===== src/rtl/lsu_pkg.sv =====
// Shared encodings for the load/store stage: memory op, FSM state, access size and error codes.
package lsu_pkg;

  typedef enum logic [1:0] {
    MEM_NONE  = 2'd0,
    MEM_LOAD  = 2'd1,
    MEM_STORE = 2'd2
  } mem_op_e;

  typedef enum logic [1:0] {
    IDLE = 2'd0,
    REQ  = 2'd1,
    WAIT = 2'd2
  } lsu_state_e;

  typedef enum logic [1:0] {
    ERR_LD_MISALIGN = 2'd0,
    ERR_ST_MISALIGN = 2'd1,
    ERR_ILLEGAL     = 2'd2,
    ERR_TIMEOUT     = 2'd3
  } err_code_e;

  localparam logic [2:0] F3_B  = 3'b000;
  localparam logic [2:0] F3_H  = 3'b001;
  localparam logic [2:0] F3_W  = 3'b010;
  localparam logic [2:0] F3_BU = 3'b100;
  localparam logic [2:0] F3_HU = 3'b101;

endpackage


===== src/rtl/lsu_align.sv =====
// Byte-lane steering: store enables/replication, access legality checks, load lane select and extension.
// Purely combinational; request side uses incoming fields, load side uses the latched request.
module lsu_align
  import lsu_pkg::*;
#(
  parameter int XLEN = 32
) (
  input  logic            i_is_load,
  input  logic            i_is_store,
  input  logic [2:0]      i_funct3,
  input  logic [1:0]      i_off,
  input  logic [XLEN-1:0] i_store_data,
  output logic [3:0]      o_be,
  output logic [XLEN-1:0] o_wdata,
  output logic            o_illegal,
  output logic            o_misalign,
  input  logic [2:0]      i_ld_funct3,
  input  logic [1:0]      i_ld_off,
  input  logic [XLEN-1:0] i_rdata,
  output logic [XLEN-1:0] o_ld_data
);

  logic [XLEN-1:0] w_lane;

  // funct3[1:0] encodes the size for both signed and unsigned loads
  always_comb begin
    o_be    = 4'b1111;
    o_wdata = i_store_data;
    case (i_funct3[1:0])
      2'b00: begin
        o_be    = 4'b0001 << i_off;
        o_wdata = {4{i_store_data[7:0]}};
      end
      2'b01: begin
        o_be    = i_off[1] ? 4'b1100 : 4'b0011;
        o_wdata = {2{i_store_data[15:0]}};
      end
      default: ;
    endcase
  end

  assign o_illegal  = (i_is_load  & ((i_funct3 == 3'b011) | (i_funct3[2:1] == 2'b11))) |
                      (i_is_store & (i_funct3[2] | (i_funct3[1:0] == 2'b11)));
  assign o_misalign = ((i_funct3[1:0] == 2'b01) & i_off[0]) |
                      ((i_funct3[1:0] == 2'b10) & (i_off != 2'b00));

  assign w_lane = i_rdata >> {i_ld_off, 3'b000};

  always_comb begin
    o_ld_data = w_lane;
    case (i_ld_funct3)
      F3_B:    o_ld_data = {{(XLEN-8){w_lane[7]}}, w_lane[7:0]};
      F3_BU:   o_ld_data = {{(XLEN-8){1'b0}}, w_lane[7:0]};
      F3_H:    o_ld_data = {{(XLEN-16){w_lane[15]}}, w_lane[15:0]};
      F3_HU:   o_ld_data = {{(XLEN-16){1'b0}}, w_lane[15:0]};
      default: ;
    endcase
  end

endmodule


===== src/rtl/lsu_stage.sv =====
// Memory stage: req/gnt/rvalid data-memory access with one registered writeback beat per instruction.
// Non-memory ops and faults beat one cycle after accept; ready_o is low while a memory access is in flight.
module lsu_stage
  import lsu_pkg::*;
#(
  parameter int XLEN        = 32,
  parameter int BUS_TIMEOUT = 255
) (
  input  logic            clk_i,
  input  logic            rst_i,
  input  logic            valid_i,
  output logic            ready_o,
  input  logic [1:0]      mem_op_i,
  input  logic [2:0]      funct3_i,
  input  logic [XLEN-1:0] alu_result_i,
  input  logic [XLEN-1:0] store_data_i,
  input  logic [4:0]      rd_addr_i,
  input  logic            wb_en_i,
  output logic            dmem_req_o,
  output logic            dmem_we_o,
  output logic [XLEN-1:0] dmem_addr_o,
  output logic [3:0]      dmem_be_o,
  output logic [XLEN-1:0] dmem_wdata_o,
  input  logic            dmem_gnt_i,
  input  logic            dmem_rvalid_i,
  input  logic [XLEN-1:0] dmem_rdata_i,
  output logic            wb_valid_o,
  output logic            wb_we_o,
  output logic [4:0]      wb_rd_o,
  output logic [XLEN-1:0] wb_data_o,
  output logic            err_o,
  output logic [1:0]      err_code_o
);

  localparam logic [15:0] TMO_LAST = 16'(BUS_TIMEOUT - 1);

  lsu_state_e      r_state, w_state_nxt;
  logic [15:0]     r_tmo;
  logic            r_we;
  logic [XLEN-1:0] r_addr, r_wdata;
  logic [3:0]      r_be;
  logic [2:0]      r_funct3;
  logic [1:0]      r_off;
  logic [4:0]      r_rd;
  logic            r_wb_vld, r_wb_we, r_err;
  logic [4:0]      r_wb_rd;
  logic [XLEN-1:0] r_wb_dat;
  logic [1:0]      r_err_code;

  logic            w_accept, w_is_load, w_is_store, w_illegal, w_misalign;
  logic            w_tmo_hit, w_latch, w_tmo_clr;
  logic [3:0]      w_be;
  logic [XLEN-1:0] w_wdata, w_ld_data;
  logic            w_wb_vld, w_wb_we, w_err;
  logic [4:0]      w_wb_rd;
  logic [XLEN-1:0] w_wb_dat;
  logic [1:0]      w_err_code;

  assign ready_o    = (r_state == IDLE);
  assign w_accept   = valid_i & ready_o;
  assign w_is_load  = (mem_op_i == MEM_LOAD);
  assign w_is_store = (mem_op_i == MEM_STORE);
  assign w_tmo_hit  = (BUS_TIMEOUT != 0) && (r_tmo == TMO_LAST);

  lsu_align #(.XLEN(XLEN)) u_align (
    .i_is_load    (w_is_load),
    .i_is_store   (w_is_store),
    .i_funct3     (funct3_i),
    .i_off        (alu_result_i[1:0]),
    .i_store_data (store_data_i),
    .o_be         (w_be),
    .o_wdata      (w_wdata),
    .o_illegal    (w_illegal),
    .o_misalign   (w_misalign),
    .i_ld_funct3  (r_funct3),
    .i_ld_off     (r_off),
    .i_rdata      (dmem_rdata_i),
    .o_ld_data    (w_ld_data)
  );

  always_comb begin
    w_state_nxt = r_state;
    w_latch     = 1'b0;
    w_tmo_clr   = 1'b0;
    w_wb_vld    = 1'b0;
    w_wb_we     = 1'b0;
    w_wb_rd     = r_rd;
    w_wb_dat    = '0;
    w_err       = 1'b0;
    w_err_code  = 2'd0;
    case (r_state)
      IDLE: if (w_accept) begin
        w_wb_rd = rd_addr_i;
        if (!(w_is_load || w_is_store)) begin
          w_wb_vld = 1'b1;
          w_wb_we  = wb_en_i;
          w_wb_dat = alu_result_i;
        end else if (w_illegal || w_misalign) begin
          w_wb_vld   = 1'b1;
          w_err      = 1'b1;
          w_err_code = w_illegal ? ERR_ILLEGAL : (w_is_load ? ERR_LD_MISALIGN : ERR_ST_MISALIGN);
        end else begin
          w_latch     = 1'b1;
          w_tmo_clr   = 1'b1;
          w_state_nxt = REQ;
        end
      end
      REQ: if (dmem_gnt_i) begin
        w_tmo_clr = 1'b1;
        if (r_we || dmem_rvalid_i) begin
          w_wb_vld    = 1'b1;
          w_wb_we     = !r_we;
          w_wb_dat    = r_we ? '0 : w_ld_data;
          w_state_nxt = IDLE;
        end else begin
          w_state_nxt = WAIT;
        end
      end else if (w_tmo_hit) begin
        w_wb_vld    = 1'b1;
        w_err       = 1'b1;
        w_err_code  = ERR_TIMEOUT;
        w_state_nxt = IDLE;
      end
      WAIT: if (dmem_rvalid_i) begin
        w_wb_vld    = 1'b1;
        w_wb_we     = 1'b1;
        w_wb_dat    = w_ld_data;
        w_state_nxt = IDLE;
      end else if (w_tmo_hit) begin
        w_wb_vld    = 1'b1;
        w_err       = 1'b1;
        w_err_code  = ERR_TIMEOUT;
        w_state_nxt = IDLE;
      end
      default: w_state_nxt = IDLE;
    endcase
  end

  always_ff @(posedge clk_i) begin
    if (rst_i) begin
      r_state    <= IDLE;
      r_tmo      <= '0;
      r_we       <= 1'b0;
      r_addr     <= '0;
      r_be       <= '0;
      r_wdata    <= '0;
      r_funct3   <= '0;
      r_off      <= '0;
      r_rd       <= '0;
      r_wb_vld   <= 1'b0;
      r_wb_we    <= 1'b0;
      r_wb_rd    <= '0;
      r_wb_dat   <= '0;
      r_err      <= 1'b0;
      r_err_code <= '0;
    end else begin
      r_state    <= w_state_nxt;
      r_wb_vld   <= w_wb_vld;
      r_wb_we    <= w_wb_we;
      r_wb_rd    <= w_wb_rd;
      r_wb_dat   <= w_wb_dat;
      r_err      <= w_err;
      r_err_code <= w_err_code;
      if (w_tmo_clr)
        r_tmo <= '0;
      else if (r_state != IDLE)
        r_tmo <= r_tmo + 16'd1;
      if (w_latch) begin
        r_we     <= w_is_store;
        r_addr   <= {alu_result_i[XLEN-1:2], 2'b00};
        r_be     <= w_be;
        r_wdata  <= w_is_store ? w_wdata : '0;
        r_funct3 <= funct3_i;
        r_off    <= alu_result_i[1:0];
        r_rd     <= rd_addr_i;
      end
    end
  end

  assign dmem_req_o   = (r_state == REQ);
  assign dmem_we_o    = r_we;
  assign dmem_addr_o  = r_addr;
  assign dmem_be_o    = r_be;
  assign dmem_wdata_o = r_wdata;
  assign wb_valid_o   = r_wb_vld;
  assign wb_we_o      = r_wb_we;
  assign wb_rd_o      = r_wb_rd;
  assign wb_data_o    = r_wb_dat;
  assign err_o        = r_err;
  assign err_code_o   = r_err_code;

endmodule

===== config.mk =====
export PLATFORM = sky130hd
export DESIGN_NAME = lsu_stage
export DESIGN_NICKNAME = d
export VERILOG_FILES = /design/src/rtl/lsu_pkg.sv /design/src/rtl/lsu_align.sv /design/src/rtl/lsu_stage.sv
export SDC_FILE = /design/constraint.sdc
export NUM_CORES = 1
export LEC_CHECK = 0
export BUFFER_PORTS_ARGS = -buffer_cell sky130_fd_sc_hd__buf_2
export CAP_MARGIN = 0
export CORE_MARGIN = 3
export CORE_UTILIZATION = 54
export DETAILED_ROUTE_END_ITERATION = 16
export PLACE_DENSITY = 0.86
export SYNTH_ARGS = -nofsm -noshare
export SYNTH_HDL_FRONTEND = slang
export SYNTH_SLANG_ARGS = --single-unit

===== constraint.sdc =====
create_clock -name clk_i -period 2.9 [get_ports clk_i]
set_input_delay 0.58 -clock clk_i [delete_from_list [all_inputs] [get_ports clk_i]]
set_output_delay 0.58 -clock clk_i [all_outputs]
set_load 0.01 [all_outputs]

; ---- Yosys cells after proc, flatten, opt, wreduce, memory -nomap -nowiden
; Index checks and enable logic that the tools add are counted.
[op_classes]
addsub = 1
eq_ne = 16
shifts = 2
mux = 56
bitwise_logic = 9
reduce_logical = 11
[ops]
columns = op, n
row1 = $mux W32, 7
row2 = $pmux W32 S4, 1
row3 = $pmux W32 S3, 1
row4 = $pmux W32 S2, 1
row5 = $shr A32 B5 Y32, 1
row6 = $mux W2, 14
row7 = $mux W1, 22
row8 = $add A16 B1 Y16 const B, 1
row9 = $eq A16 B8 Y1 const B, 1
row10 = $pmux W2 S3, 2
row11 = $eq A2 B2 Y1 const B, 5
row12 = $mux W5, 2
row13 = $pmux W1 S3, 3
row14 = $pmux W4 S2, 1
row15 = $eq A2 B1 Y1 const B, 3
row16 = $eq A3 B3 Y1 const B, 2
row17 = $and A1 B1 Y1, 5
row18 = $logic_not A2 Y1, 2
row19 = $mux W4, 1
row20 = $ne A2 B1 Y1 const B, 2
row21 = $or A1 B1 Y1, 4
row22 = $reduce_bool A2 Y1, 2
row23 = $shl A1 B2 Y4 const A, 1
row24 = $eq A3 B1 Y1 const B, 1
row25 = 8 further kinds, 10
[totals]
ff_bits = 137
in_bits = 112
out_inout_bits = 113

; ---- Depth between registers and ports, before layout
[logic_depth]
word_depth = 10
depth_mapped = 9
depth_no_buf = 6

; ---- Modules after synthesis
; A second synthesis with hierarchy kept.
[unflattened]
cells_unflattened = 676
area_unflattened_um2 = 6100.9
[by_module_without_submodules]
columns = module, n_inst, cells_per_inst, area_per_inst_um2, seq_area_each_um2
row1 = lsu_stage, 1, 506, 4839.6, 2742.6
row2 = lsu_align, 1, 170, 1261.2, 0.0

; ---- Least setup slack after synthesis
; Ideal clock, no wire load.
[synth_timing]
kind = input to register
start = input port mem_op_i[0]
end = register r_wdata[23] (netlist: dmem_wdata_o[23])
setup_ps = 69
arrival_ps = 2047
t_required_ps = 2831
path_slack_ps = 785
cell_stages = 8
path_buffers = 2
cell_sequence = inv_1 ha_1 a21oi_1 o221ai_1 buf_2 buf_2 or4_1 o21ai_1
[synth_between]
elab_chain_len = 8
elab_cells_between_ends = 12
cone_classes = eq/ne: 2 / mux: 5 / bitwise: 3 / reduce/logical: 2
[synth_lines]
columns = item, line_no
row1 = "start, declared", lsu_stage.sv:13  ; input logic [1:0] mem_op_i,
row2 = $eq A2 B2 Y1 (*), lsu_stage.sv:62  ; assign w_is_store = (mem_op_i == MEM_STORE);
row3 = named net u_align.i_is_store, lsu_align.sv:9  ; input logic i_is_store,
row4 = $and A1 B1 Y1, lsu_align.sv:43  ; (i_is_store & (i_funct3[2] | (i_funct3[1:0] == 2'b11)));
row5 = $or A1 B1 Y1, lsu_align.sv:42  ; assign o_illegal = (i_is_load & ((i_funct3 == 3'b011) | (i_funct3[2:1] == 2'b11))) |
row6 = $logic_or A1 B1 Y1, lsu_stage.sv:98  ; end else if (w_illegal || w_misalign) begin
row7 = $mux W1, lsu_stage.sv:98
row8 = $mux W1, lsu_stage.sv:94  ; if (!(w_is_load || w_is_store)) begin
row9 = $mux W1, lsu_stage.sv:92  ; IDLE: if (w_accept) begin
row10 = $mux W1, lsu_stage.sv:91  ; case (r_state)
row11 = "end signal, assigned", lsu_stage.sv:172  ; r_wdata <= w_is_store ? w_wdata : '0;
row12 = "end, declared", lsu_stage.sv:40  ; logic [XLEN-1:0] r_addr, r_wdata;
; The timed path passes the listed nets; every way through them passes the cells marked *.
; A chain may end at the register's enable or synchronous reset.

; ---- Worst setup path after layout
[layout_timing]
start = register r_state[1]
end = register r_wb_dat[31] (netlist: wb_data_o[31])
[layout_between]
elab_chain_len = 4
elab_cells_between_ends = 6
cone_classes = eq/ne: 2 / mux: 2 / bitwise: 1 / reduce/logical: 1
[layout_lines]
columns = item, line_no
row1 = "start, declared", lsu_stage.sv:37  ; lsu_state_e r_state, w_state_nxt;
row2 = "start signal, assigned", lsu_stage.sv:157  ; r_state <= w_state_nxt;
row3 = $logic_not A2 Y1, "lsu_stage.sv:59, lsu_stage.sv:91"
row4 = $and A1 B1 Y1, lsu_stage.sv:60  ; assign w_accept = valid_i & ready_o;
row5 = $mux W32, lsu_stage.sv:92
row6 = $pmux W32 S3 (*), lsu_stage.sv:91
row7 = "end signal, assigned", lsu_stage.sv:161  ; r_wb_dat <= w_wb_dat;
row8 = "end, declared", lsu_stage.sv:47  ; logic [XLEN-1:0] r_wb_dat;
; Mark *: on every way between the ends. The rest lies on a longest branch, timed or not.

==> out/results.tsv <==
stage	metric	value	unit
synthesis	synthesized instance count	702	
global_route	vias in the first global route	6017	
placement	PortBufs	222	
worst_setup_path	crit path cell chain	nor2b_1 -> o211a_1 -> o31a_1 -> a22o_1	
worst_setup_path	Required @ worst endpoint	3.26	ns
floorplanning	row count	38	
finish	n_diodes	0	
detailed_routing	iteration-0 DRC count of the detailed router	683	
placement	DP HPWL	13610	microns
pwr	Pleak	3.516	nW
worst_setup_path	Max stage delay cell, worst path	o31a_1	
global_route	initial antenna violation count	0	
floorplanning	die width	113.2	microns
timing	maximum operating frequency	451.8	MHz
global_route	first-pass GRT wire length	30450	microns
global_route	pin count of the biggest net entering global routing	48	
timing	max-slew violation count	0	
cts	CTS tree	done	
cts	TritonCTS Buffers	17	
timing	Final period util	0.7633	
worst_setup_path	Setup CP Type	reg -> reg	
synthesis	synthesized area	6205	sq um
cts	CTS clk-pin slew, worst paths	0.06	ns
synthesis	YS warnings	0	
placement	Routability Congestion	0.9127	
detailed_routing	via count	6339	
synthesis	Mean Syn Cell Area	8.839	sq um
timing	unrepaired setup endpoints after global routing	no	
timing	Final Hold Viols	0	
cts	H-Tree Depth	4	
synthesis	post-synthesis sequential area ratio	0.4420	
timing	Worst Tran Pin Value	0.7620	ns
timing	post-route setup TNS	0	ns
cts	Clk Tree Root Cell	clkbuf_16	
timing	crit path time final	2.213	ns
pwr	maximum vdd drop	0.5278	mV
synthesis	synth top area cells	dfxtp_1 (44%), mux2i_1 (6.5%), o21ai_0 (6.0%)	
run	max_cap viols	0	
floorplanning	Chip Height	113.2	microns
detailed_routing	DR WL/cell	18.56	microns
detailed_routing	post-route DRC violation count	0	
worst_setup_path	crit start category	register	
synthesis	Async S/R FF share, synth	0	
worst_setup_path	Worst Setup End Kind	register	
cts	clk sinks	137	
cts	worst-skew pair later-pin latency	0.42	ns
cts	clock buffer depth	2	
detailed_routing	DRT Pass-1 Iters	5	
detailed_routing	final WL	19510	microns
synthesis	post-synth top area cell	dfxtp_1	
pwr	Pwr Density	603.6	nW/um^2
floorplanning	Initial Util	0.5625	
cts	post-CTS sizing	0	
cts	hold buffers post-CTS	0	
floorplanning	full die area	12810	sq um
floorplanning	core box area	11030	sq um
synthesis	Yosys cell types	62	
synthesis	FF+latch count, synth	137	
worst_setup_path	critical path arrival	2.57	ns
synthesis	most instantiated library cell after synthesis	dfxtp_1	
finish	area grow syn2layout	28.19	%
worst_hold_path	Worst Hold Class	in -> reg	
cts	Post CTS Setup Buffer Count	0	
global_route	gr usage total	0.2952	
finish	share of cells above drive strength 1	0.3117	
synthesis	Synth top area share	0.4420	
worst_setup_path	max incr delay on CP	0.61	ns
synthesis	Synth top cells by count	dfxtp_1 (137), o21ai_0 (74), a21oi_1 (73), nand2_1 (53), clkbuf_1 (41)	
synthesis	Post-synth EDFFs	0	
timing	Final Skew	0.005474	ns
timing	Fin Hold WS	0.3956	ns
global_route	gr ovfl total	0	
worst_hold_path	Worst Hold Depth	2	
worst_setup_path	cells on worst reg2reg path	4	
timing	relative slew slack	0.4913	
status	outcome	complete, no violations	
detailed_routing	Detail Route Antenna Nets	0	
detailed_routing	vias per cell	6.031	
floorplanning	Top Ports	225	
synthesis	Main synth FF type	dfxtp_1	
finish	Nets	1014	
timing	Final setup viols	0	
worst_setup_path	crit path max fanout	16	
## report_power, final
part	internal [mW]	switching, mW
Clock	1.35	0.791
Sequential	1.95	0.0384
Combinational	0.256	0.415
Total	3.56	1.24
## metrics by stage
step           total power [mW]  area [sq um]  std cells  setup slack (ns)  utilization
6_report                  4.801          7954       1051            0.6866       0.7211
3_3_place_gp              2.672          7370       1019            0.4359       0.6681
5_1_grt                   4.956          7954       1051            0.5842       0.7211
3_5_place_dp              2.682          7370       1019            0.3607       0.6681
4_1_cts                   4.803          7954       1051            0.7306       0.7211
2_1_floorplan             2.410          6208        703            0.7845            -
## metal layers
metal	routed length, microns	track usage	up-vias
li1	-	-	2954
met1	7902	0.3626	2964
met2	9297	0.4972	364
met3	1749	0.07433	57
met4	556	0.1162	0
met5	0	0	-
## kinds of logic (layout without fill, tap and decap cells)
| group | Yosys count | after routing | synth area share |
|---|---|---|---|
| compound gates | 236 | 236 | 0.2446 |
| simple gates | 195 | 195 | 0.1603 |
| flops | 137 | 137 | 0.4420 |
| buf+inv | 74 | 282 | 0.05384 |
| mux | 43 | 43 | 0.07360 |
| xor+xnor | 12 | 12 | 0.01694 |
| fa+ha+maj | 4 | 4 | 0.008066 |
| other cells | 1 | 2 | 0.0006044 |
## worst max-delay path: cells and delay by family, from the launching register on
family,cells,cell delay (ns)
flops,1,0.52
simple gates,1,0.33
compound gates,3,1.29
## flip-flops by register name, summed over array words and instances, names as in the netlist, 2 cells and up
name          count
dmem_addr_o      30
dmem_be_o         4
dmem_wdata_o     32
err_code_o        2
r_funct3          3
r_off             2
r_rd              5
r_state           2
r_tmo            16
wb_data_o        32
wb_rd_o           5
## cell usage in the layout (no fill, tap or decap), types with 13 or more instances in the layout
cell / count
nor2_1: 36
o21ai_0: 74
a22o_1: 25
a21oi_1: 72
nand3_1: 40
nand2_1: 53
o2bb2ai_1: 16
dfxtp_1: 137
buf_4: 20
mux2i_1: 40
nand4_1: 13
clkbuf_16: 17
buf_2: 222
## cell type report
type	count	area (sq um)
Clock buffer	24	491.7
Fill cell	863	3077
Tap cell	140	175.2
Sequential cell	137	2743
Multi-Input combinational cell	492	3161
Clock inverter	8	92.59
Inverter	8	30.03
Timing Repair Buffer	242	1261
## final timing paths
path,startpoint,end,slack [ns]
setup reg to reg,r_state[1],wb_data_o[31],0.69
hold / removal,alu_result_i[10],wb_data_o[10],0.40
setup / recovery,r_state[1],wb_data_o[31],0.69
hold reg to reg,dmem_wdata_o[11],dmem_wdata_o[11],0.46
Note: power is estimated with default switching activity, not from simulation.
